**src/rtl/booth_mult_seq_pkg.sv**
```systemverilog
// booth_pkg: shared types and helpers for the sequential Booth multiplier.
//   state_t       : FSM state encoding (IDLE, RUN, DONE)
//   op_t          : Booth recode operation (NOP, +M, -M, +2M, -2M)
//   RADIX4        : 1 when BOOTH_RADIX4_EN is defined (radix-4 build)
//   booth_iters   : Booth steps per operation for a given width/radix
//   booth_latency : rising edges from accepting edge to out_valid
// Configuration macro: BOOTH_RADIX4_EN selects radix-4 modified Booth.
package booth_pkg;

  typedef enum logic [1:0] {IDLE, RUN, DONE} state_t;

  typedef enum logic [2:0] {OP_NOP, OP_ADD, OP_SUB, OP_ADD2, OP_SUB2} op_t;

`ifdef BOOTH_RADIX4_EN
  localparam bit RADIX4 = 1'b1;
`else
  localparam bit RADIX4 = 1'b0;
`endif

  function automatic int booth_iters(int width, bit radix4);
    return radix4 ? (width / 2 + 1) : (width + 1);
  endfunction

  // The radix-4 build spends one extra cycle after its last step so the
  // wider +/-2M adder output is registered before it reaches out_p.
  function automatic int booth_latency(int width, bit radix4);
    return radix4 ? (booth_iters(width, radix4) + 1) : booth_iters(width, radix4);
  endfunction

  // Radix-2 recode on {q0, q_-1}.
  function automatic op_t booth_recode2(logic [1:0] pair);
    case (pair)
      2'b01:   return OP_ADD;
      2'b10:   return OP_SUB;
      default: return OP_NOP;
    endcase
  endfunction

`ifdef BOOTH_RADIX4_EN
  // Radix-4 modified Booth recode on {q1, q0, q_-1}.
  function automatic op_t booth_recode4(logic [2:0] trip);
    case (trip)
      3'b001, 3'b010: return OP_ADD;
      3'b011:         return OP_ADD2;
      3'b100:         return OP_SUB2;
      3'b101, 3'b110: return OP_SUB;
      default:        return OP_NOP;
    endcase
  endfunction
`endif

endpackage

```
**src/rtl/booth_mult_seq_if.sv**
```systemverilog
// booth_mult_seq_if: operand/result handshake bundle for booth_mult_seq.
//   in_valid/in_ready/in_signed/in_a/in_b : operand channel
//   out_valid/out_ready/out_p             : product channel
//   busy                                  : multiplier is in RUN or DONE
// Handshake: a transfer happens on a rising edge where valid and ready are
// both high. The producer holds valid and data stable until that edge; the
// consumer may drive ready freely. out_valid/out_p stay stable until taken.
interface booth_mult_seq_if #(parameter int WIDTH = 16);
  logic               in_valid;
  logic               in_ready;
  logic               in_signed;
  logic [WIDTH-1:0]   in_a;
  logic [WIDTH-1:0]   in_b;
  logic               out_valid;
  logic               out_ready;
  logic [2*WIDTH-1:0] out_p;
  logic               busy;

  modport master (
    output in_valid, in_signed, in_a, in_b, out_ready,
    input  in_ready, out_valid, out_p, busy
  );

  modport slave (
    input  in_valid, in_signed, in_a, in_b, out_ready,
    output in_ready, out_valid, out_p, busy
  );
endinterface

```
**src/rtl/booth_mult_seq_addsub.sv**
```systemverilog
// booth_addsub: W-bit modulo adder/subtractor for the accumulator update.
//   a, b : operands
//   add  : 1 = a + b, 0 = a - b
//   y    : result modulo 2^W
module booth_addsub #(
  parameter int W = 18
) (
  input  logic [W-1:0] a,
  input  logic [W-1:0] b,
  input  logic         add,
  output logic [W-1:0] y
);
  assign y = add ? (a + b) : (a - b);
endmodule

```
**src/rtl/booth_mult_seq.sv**
```systemverilog
// booth_mult_seq: sequential Booth multiplier, one Booth step per clock.
//   clk, rst_n : clock, synchronous active-low reset
//   bus        : booth_mult_seq_if slave (operand and product handshakes)
//   dbg_state  : current FSM state
// Default build is radix-2 (WIDTH+1 steps, 17-edge latency at WIDTH=16).
// Defining BOOTH_RADIX4_EN selects radix-4 modified Booth (WIDTH/2+1 steps).
// Operands are extended by one (radix-4: two) bits so that signed and
// unsigned inputs both become non-overflowing signed values; the low
// 2*WIDTH bits of the result are then exact in either mode.
module booth_mult_seq
  import booth_pkg::*;
#(
  parameter int WIDTH = 16
) (
  input  logic              clk,
  input  logic              rst_n,
  booth_mult_seq_if.slave   bus,
  output state_t            dbg_state
);

  localparam int ITERS  = booth_iters(WIDTH, RADIX4);
  localparam int LAT    = booth_latency(WIDTH, RADIX4);
  localparam int SH     = RADIX4 ? 2 : 1;
  localparam int EXT_W  = WIDTH + SH;
  localparam int ACC_W  = RADIX4 ? (WIDTH + 4) : (WIDTH + 2);
  localparam int CNT_W  = $clog2(LAT + 1);
  localparam int FULL_W = ACC_W + EXT_W + 1;

  state_t               state;
  logic [CNT_W-1:0]     cnt;
  logic [ACC_W-1:0]     acc;
  logic [EXT_W-1:0]     q;
  logic                 q_m1;
  logic [EXT_W-1:0]     m;
  logic                 out_valid_r;
  logic [2*WIDTH-1:0]   out_p_r;

  logic [ACC_W-1:0]       m_acc;
  logic [ACC_W-1:0]       addend;
  logic [ACC_W-1:0]       sum;
  logic [ACC_W-1:0]       acc_next;
  logic                   add_sel;
  op_t                    op;
  logic [FULL_W-1:0]      sh_full;
  logic [ACC_W+EXT_W-1:0] prod_next;
  logic                   step_do;

  function automatic logic [EXT_W-1:0] ext_op(logic [WIDTH-1:0] v, logic sgn);
    return {{SH{sgn & v[WIDTH-1]}}, v};
  endfunction

  always_comb begin
    m_acc = {{(ACC_W-EXT_W){m[EXT_W-1]}}, m};
`ifdef BOOTH_RADIX4_EN
    op      = booth_recode4({q[1], q[0], q_m1});
    addend  = ((op == OP_ADD2) || (op == OP_SUB2)) ? {m_acc[ACC_W-2:0], 1'b0} : m_acc;
    add_sel = (op == OP_ADD) || (op == OP_ADD2);
`else
    op      = booth_recode2({q[0], q_m1});
    addend  = m_acc;
    add_sel = (op == OP_ADD);
`endif
    acc_next  = (op == OP_NOP) ? acc : sum;
    sh_full   = $signed({acc_next, q, q_m1}) >>> SH;
    step_do   = (cnt < CNT_W'(ITERS));
    // Product as it will stand after this edge: post-step on a step edge,
    // otherwise the already-final {acc, q}.
    prod_next = step_do ? sh_full[FULL_W-1:1] : {acc, q};
  end

  booth_addsub #(.W(ACC_W)) u_addsub (
    .a   (acc),
    .b   (addend),
    .add (add_sel),
    .y   (sum)
  );

  always_ff @(posedge clk) begin
    if (!rst_n) begin
      state       <= IDLE;
      cnt         <= '0;
      acc         <= '0;
      q           <= '0;
      q_m1        <= 1'b0;
      m           <= '0;
      out_valid_r <= 1'b0;
      out_p_r     <= '0;
    end else begin
      case (state)
        IDLE: begin
          if (bus.in_valid) begin
            m     <= ext_op(bus.in_a, bus.in_signed);
            q     <= ext_op(bus.in_b, bus.in_signed);
            acc   <= '0;
            q_m1  <= 1'b0;
            cnt   <= '0;
            state <= RUN;
          end
        end
        RUN: begin
          if (step_do) begin
            {acc, q, q_m1} <= sh_full;
          end
          cnt <= cnt + 1'b1;
          if (cnt == CNT_W'(LAT - 1)) begin
            state       <= DONE;
            out_valid_r <= 1'b1;
            out_p_r     <= (2*WIDTH)'(prod_next);
          end
        end
        DONE: begin
          if (bus.out_ready) begin
            state       <= IDLE;
            out_valid_r <= 1'b0;
          end
        end
        default: state <= IDLE;
      endcase
    end
  end

  assign bus.in_ready  = (state == IDLE);
  assign bus.busy      = (state != IDLE);
  assign bus.out_valid = out_valid_r;
  assign bus.out_p     = out_p_r;
  assign dbg_state     = state;

endmodule

```
**src/flat_wrapper.sv**
```systemverilog
// flat-port wrapper written by rule: the top's interface ports become plain ports
module booth_mult_seq_flat import booth_pkg::*;
#(
  parameter int WIDTH = 16
)
  (clk, rst_n, dbg_state, bus_in_valid, bus_in_signed, bus_in_a, bus_in_b, bus_out_ready, bus_in_ready, bus_out_valid, bus_out_p, bus_busy);
  booth_mult_seq_if #(.WIDTH(WIDTH)) bus_i ();
  input  logic clk;
  input  logic rst_n;
  output state_t dbg_state;
  input wire logic [$bits(bus_i.in_valid)-1:0] bus_in_valid;
  input wire logic [$bits(bus_i.in_signed)-1:0] bus_in_signed;
  input wire logic [$bits(bus_i.in_a)-1:0] bus_in_a;
  input wire logic [$bits(bus_i.in_b)-1:0] bus_in_b;
  input wire logic [$bits(bus_i.out_ready)-1:0] bus_out_ready;
  output wire logic [$bits(bus_i.in_ready)-1:0] bus_in_ready;
  output wire logic [$bits(bus_i.out_valid)-1:0] bus_out_valid;
  output wire logic [$bits(bus_i.out_p)-1:0] bus_out_p;
  output wire logic [$bits(bus_i.busy)-1:0] bus_busy;
  assign bus_i.in_valid = bus_in_valid;
  assign bus_i.in_signed = bus_in_signed;
  assign bus_i.in_a = bus_in_a;
  assign bus_i.in_b = bus_in_b;
  assign bus_i.out_ready = bus_out_ready;
  assign bus_in_ready = bus_i.in_ready;
  assign bus_out_valid = bus_i.out_valid;
  assign bus_out_p = bus_i.out_p;
  assign bus_busy = bus_i.busy;
  booth_mult_seq #(.WIDTH(WIDTH)) u_core (.clk(clk), .rst_n(rst_n), .bus(bus_i), .dbg_state(dbg_state));
endmodule
```
**config.mk**
```make
export PLATFORM = sky130hd
export DESIGN_NAME = booth_mult_seq_flat
export DESIGN_NICKNAME = d
export VERILOG_FILES = /design/src/rtl/booth_mult_seq_pkg.sv /design/src/rtl/booth_mult_seq_if.sv /design/src/rtl/booth_mult_seq_addsub.sv /design/src/rtl/booth_mult_seq.sv /design/src/flat_wrapper.sv
export SDC_FILE = /design/constraint.sdc
export NUM_CORES = 1
export LEC_CHECK = 0
export CAP_MARGIN = 40
export CORE_ASPECT_RATIO = 1.1
export CORE_MARGIN = 2
export CORE_UTILIZATION = 30
export DETAILED_ROUTE_END_ITERATION = 8
export DONT_BUFFER_PORTS = 1
export PLACE_DENSITY = 0.43
export SYNTH_ARGS = -nofsm -noshare
export SYNTH_HDL_FRONTEND = slang
export SYNTH_SLANG_ARGS = --single-unit
```
**constraint.sdc**
```tcl
create_clock -name clk -period 9.4 [get_ports clk]
set_input_delay 0.94 -clock clk [delete_from_list [all_inputs] [get_ports clk]]
set_output_delay 0.94 -clock clk [all_outputs]
set_load 0.02 [all_outputs]
```
[Yosys cells after proc, flatten, opt, wreduce, memory -nomap -nowiden]
Cells that the tools add are included.
Word-level totals
  flip-flop bits (word level): 93
  bits in latches: 0
  memory bits (writable): 0
  bits in read-only memories: 0
  input port bits: 37
  output and inout port bits: 37
  memories: 0
Cells by class
  add/sub/neg operators: 3
  multipliers: 0
  div/mod/pow operators: 0
  $lt $le $gt $ge: 1
  eq/ne operators: 10
  shifts and indexed selects: 0
  muxes and demuxes: 22
  bitwise gates (word level): 2
  reductions and logical operators: 11
Operators with widths (count)
  18-bit two-way mux: 4
  18-bit case mux with 2 select lines: 1
  17-bit two-way mux: 2
  17-bit case mux with 2 select lines: 1
  32-bit two-way mux: 1
  18-bit adder: 1
  18-bit subtractor: 1
  5-bit case mux with 2 select lines: 1
  3-bit AND reduction: 3
  2-bit by 1-bit equality test with 1-bit output, second input constant: 3
  2-bit two-way mux: 3
  2-bit case mux with 3 select lines: 1
  2-bit AND reduction: 3
  2-bit nonzero test: 3
  5-bit by 1-bit adder with 5-bit output, second input constant: 1
  5-bit equality test, second input constant: 1
  5-bit < comparator, second input constant: 1
  5-bit two-way mux: 1
  2-bit equality test, second input constant: 2
  1-bit two-way mux: 4
  2-bit by 1-bit inequality test with 1-bit output, second input constant: 2
  2-bit inequality test, second input constant: 2
  1-bit case mux with 2 select lines: 2
  2-bit case mux with 2 select lines: 1
  3 further kinds: 4

[Depth between registers and ports, before layout]
  depth in word-level cells: 7
  mapped depth: 15

[Hierarchy]
From an unflattened synthesis, not the netlist that was laid out.
Unflattened totals
  cells, all modules: 623
  area total of the unflattened synthesis: 5302.6 µm²
By module, submodules not included
  booth_mult_seq: instances 1, cells each 458, area each 4116.4 µm², sequential area each 1841.8 µm²
  booth_addsub: instances 1, cells each 165, area each 1186.1 µm², sequential area each 0.0 µm²

[Worst setup path before layout]
No wires, ideal clock.
  kind: register to register
  start point: register u_core.m[2]
  end point: register u_core.out_p_r[29], in the netlist u_core.bus.out_p[29]
  library setup time: 0.087 ns
  arrival time: 3.267 ns
  required time: 9.313 ns
  setup slack: 6.046 ns
  stages on the path, launching flop included: 15
  path buffers: 0
  clock period less this slack: 3.354 ns
  cells stage by stage: dfxtp_1 > or4_4 > nor3_1 > nand2_1 > nor2_1 > a21oi_1 > xnor2_1 > ha_1 > a21oi_1 > o21a_1 > or3b_2 > o21ai_0 > xnor2_1 > nor2_1 > o31ai_1
Between the ends
  cells in the longest elaborated chain, start to end: 4
  elaborated cells between the ends (all ways): 5
RTL lines
  from (decl): RTL line booth_mult_seq.sv:34  | logic [EXT_W-1:0] m;
  from (signal assigned): RTL line booth_mult_seq.sv:92  | m <= ext_op(bus.in_a, bus.in_signed);
  18-bit subtractor or 18-bit adder (tied branches): RTL line booth_mult_seq_addsub.sv:13  | assign y = add ? (a + b) : (a - b);
  18-bit two-way mux *: RTL line booth_mult_seq_addsub.sv:13
  18-bit two-way mux *: RTL line booth_mult_seq.sv:63  | acc_next = (op == OP_NOP) ? acc : sum;
  32-bit two-way mux *: RTL line booth_mult_seq.sv:68  | prod_next = step_do ? sh_full[FULL_W-1:1] : {acc, q};
  to (signal assigned): RTL line booth_mult_seq.sv:108  | out_p_r <= (2*WIDTH)'(prod_next);
  to (decl): RTL line booth_mult_seq.sv:36  | logic [2*WIDTH-1:0] out_p_r;
Mark *: on every way between the ends. The rest lies on a longest branch, timed or not.
A chain may end at the register's enable or synchronous reset.

[Final worst setup path]
Same ends and word-level chain as after synthesis.

==> impl_metrics.json <==
{
  "insertion_delay_ps": 360,
  "wirelength_um": 16400,
  "final_area_um2": 5930,
  "cts_hold_buf": 0,
  "cts_resized": 0,
  "period_share": 0.403,
  "routedWlPerCell_um": 18.3,
  "worst_slew_pin_slew_ps": 788,
  "combPwrFrac": 0.240,
  "finish.utilization": 0.334,
  "synth_ff_type": "dfxtp_1",
  "antenna_left": 0,
  "max-vdd-ir-drop_mv": 0.0801,
  "start_util": 0.306,
  "rows": 51,
  "die_area_um2": 19200,
  "yosysSeqAreaShare": 0.339,
  "grt_pass1_wl_um": 26600,
  "p_switching_uw": 362,
  "pin_count": 74,
  "grt_max_degree": 98,
  "ys_types": 53,
  "p_leak_nw": 2.76,
  "finalNetCount": 712,
  "grtUsageMet2": 0.304,
  "crit_required_ps": 9670,
  "fin_skew_ps": 8.13,
  "cts_buffers": 9,
  "drive_above_1_share": 0.0562,
  "post-place-ws_ps": 5650,
  "fp.dieH_um": 145,
  "p_seq_frac": 0.407,
  "cts_buffer_depth": 2,
  "synthCells": 681,
  "cts_tree": "built",
  "slew_violations": 0,
  "via_per_inst": 5.37,
  "max_slew_margin": 0.473,
  "dpl.hpwl_um": 11800,
  "setup_viol": 0,
  "grt_usage": 0.172,
  "drtIter0Drc": 259,
  "grtUsageMet3": 0.0440,
  "cts.sinks": 92,
  "hp-class": "reg2reg",
  "synth_seq_cells": 92,
  "hold_slack_ps": 486,
  "cp_max_fo": 7,
  "synth-edff-count": 0,
  "rsz0062_at_grt": "false",
  "post_dp_cell_area_um2": 5630,
  "powerDensity_nw_per_um2": 178,
  "fillCellCount": 1934,
  "cp-end-kind": "register",
  "fmax_mhz": 264,
  "fin_ws_ps": 5610,
  "port_buffers": 0,
  "p_int_uw": 692,
  "avgSynthCellArea_um2": 7.98,
  "finalSetupTns_ps": 0,
  "vias": 4811,
  "top_usage_layer": "met2",
  "drt-pass1-iter-count": 5,
  "die_w_um": 132,
  "status": "completed",
  "hold_viol": 0,
  "grt_util_met1": 0.201,
  "post-cts-setup-buffers": 0,
  "drv_cap": 0,
  "antenna_found_initial": 0,
  "clk_pin_slew_worst_paths_ps": 70,
  "critPathLaunchType": "register",
  "grt_pass1_vias": 4824,
  "gp_congestion": 0.864,
  "area_growth_pct": 9.14,
  "path_class": "reg2reg",
  "async_reset_ff_frac": 0,
  "synth_area_um2": 5430,
  "min_period_ps": 3790,
  "htreeDepth": 3,
  "drc": 0,
  "cp.arrival_ps": 4060,
  "diodes": 0,
  "grt_overflow": 0,
  "cts_root_buffer": "clkbuf_16",
  "core-area_um2": 17700,
  "syn-num-nets": 740,
  "switching_share": 0.343,
  "ys_warn_count": 0,
  "clkPwrFrac": 0.353
}
## state kept, by name (all words and copies together) (netlist names)
name	count
u_core.cnt	5
u_core.dbg_state	2
u_core.m	17
u_core.bus.out_p	32
u_core.q_m1	1
u_core.acc	17
u_core.q	17
u_core.bus.out_valid	1
## cells by family (layout without fill, tap and decap cells)
logic type      Yosys count  count (layout)  share of synthesized area
flops                    92              92                      0.339
compound gates          203             203                      0.267
simple gates            247             247                      0.210
xor+xnor                 25              25                     0.0403
buf+inv                  69              46                     0.0493
fa+ha+maj                22              22                     0.0520
mux                      23              23                     0.0428
## layout make-up
| class | count | area [um2] | area share |
|---|---|---|---|
| well taps | 238 | 298 | 0.0502 |
| clock buffers | 9 | 225 | 0.0380 |
| multi-input cells | 520 | 3330 | 0.562 |
| repair buffers | 8 | 75.1 | 0.0127 |
| clock inverters | 7 | 73.8 | 0.0124 |
| inverters | 22 | 82.6 | 0.0139 |
| flip-flops and latches | 92 | 1840 | 0.311 |
## cells in the mapped netlist (6+ instances only)
master	number	area, um2
mux2i_1	21	210
a21boi_0	26	195
a21oi_1	36	180
o21ai_0	36	180
xnor2_1	7	61.3
o31ai_1	10	75.1
buf_2	7	35.0
dfxtp_1	92	1840
nand3_1	39	195
inv_1	22	82.6
a22oi_1	9	67.6
nand2_1	123	462
nor2b_1	12	75.1
ha_1	21	263
a31oi_1	7	43.8
nor2_1	29	109
a32oi_1	6	52.6
nor3_1	11	55.1
o211a_1	34	340
o21a_1	7	52.6
o211ai_1	6	45.0
clkbuf_1	37	139
a21o_1	10	75.1
xor2_1	18	158
and2_1	8	50.1
## power by group through the flow
stage / Sequential, mW / Clock (mW) / Combinational [mW]
2_1_floorplan: 0.430 / 0 / 0.199
3_3_place_gp: 0.437 / 0 / 0.249
3_5_place_dp: 0.437 / 0 / 0.253
4_1_cts: 0.428 / 0.387 / 0.254
5_1_grt: 0.431 / 0.402 / 0.285
6_report: 0.428 / 0.372 / 0.253
## worst max-delay path, stage by stage, from the launching register on
cell and delay, ps:
dfxtp_1 360, or4_4 590, nor3_1 210, nand2_1 80
nor2_1 220, a21oi_1 120, xnor2_1 180, ha_1 380
a21oi_1 300, o21a_1 210, or3b_2 440, o21ai_0 200
xnor2_1 180, nor2_1 80, o31ai_1 180
## per-stage QoR
step | power [mW] | instances
final | 1.05 | 896
after global routing | 1.12 | 896
after CTS | 1.07 | 896
after detailed placement | 0.690 | 880
after global placement | 0.686 | 878
after floorplan | 0.629 | 681
## per-layer routing
| layer | vias up | part of all wire | routed length (um) |
|---|---|---|---|
| met5 | - | 0 | 0 |
| met4 | 0 | 0.021 | 349 |
| met3 | 23 | 0.048 | 786 |
| met2 | 115 | 0.51 | 8370 |
| met1 | 2287 | 0.42 | 6920 |
| li1 | 2386 | - | - |
## worst paths after layout
| path | slack [ps] | from | end | depth (start not counted) |
|---|---|---|---|---|
| max reg2reg | 5610 | u_core.m[2] | u_core.bus.out_p[29] | 14 |
| min reg2reg | 490 | u_core.m[5] | u_core.m[5] | 2 |
| min | 490 | u_core.m[5] | u_core.m[5] | 2 |
| max | 5610 | u_core.m[2] | u_core.bus.out_p[29] | 14 |
## placed cells by master, fill, tap and decap left out, drive strengths merged, types with 21 or more instances in the layout
master / count
o211a: 34
o21ai: 36
nand3: 39
nand2: 123
nor2: 30
inv: 27
ha: 21
mux2i: 21
dfxtp: 92
a21boi: 26
a21oi: 37
Power figures use the tool's default switching activity.
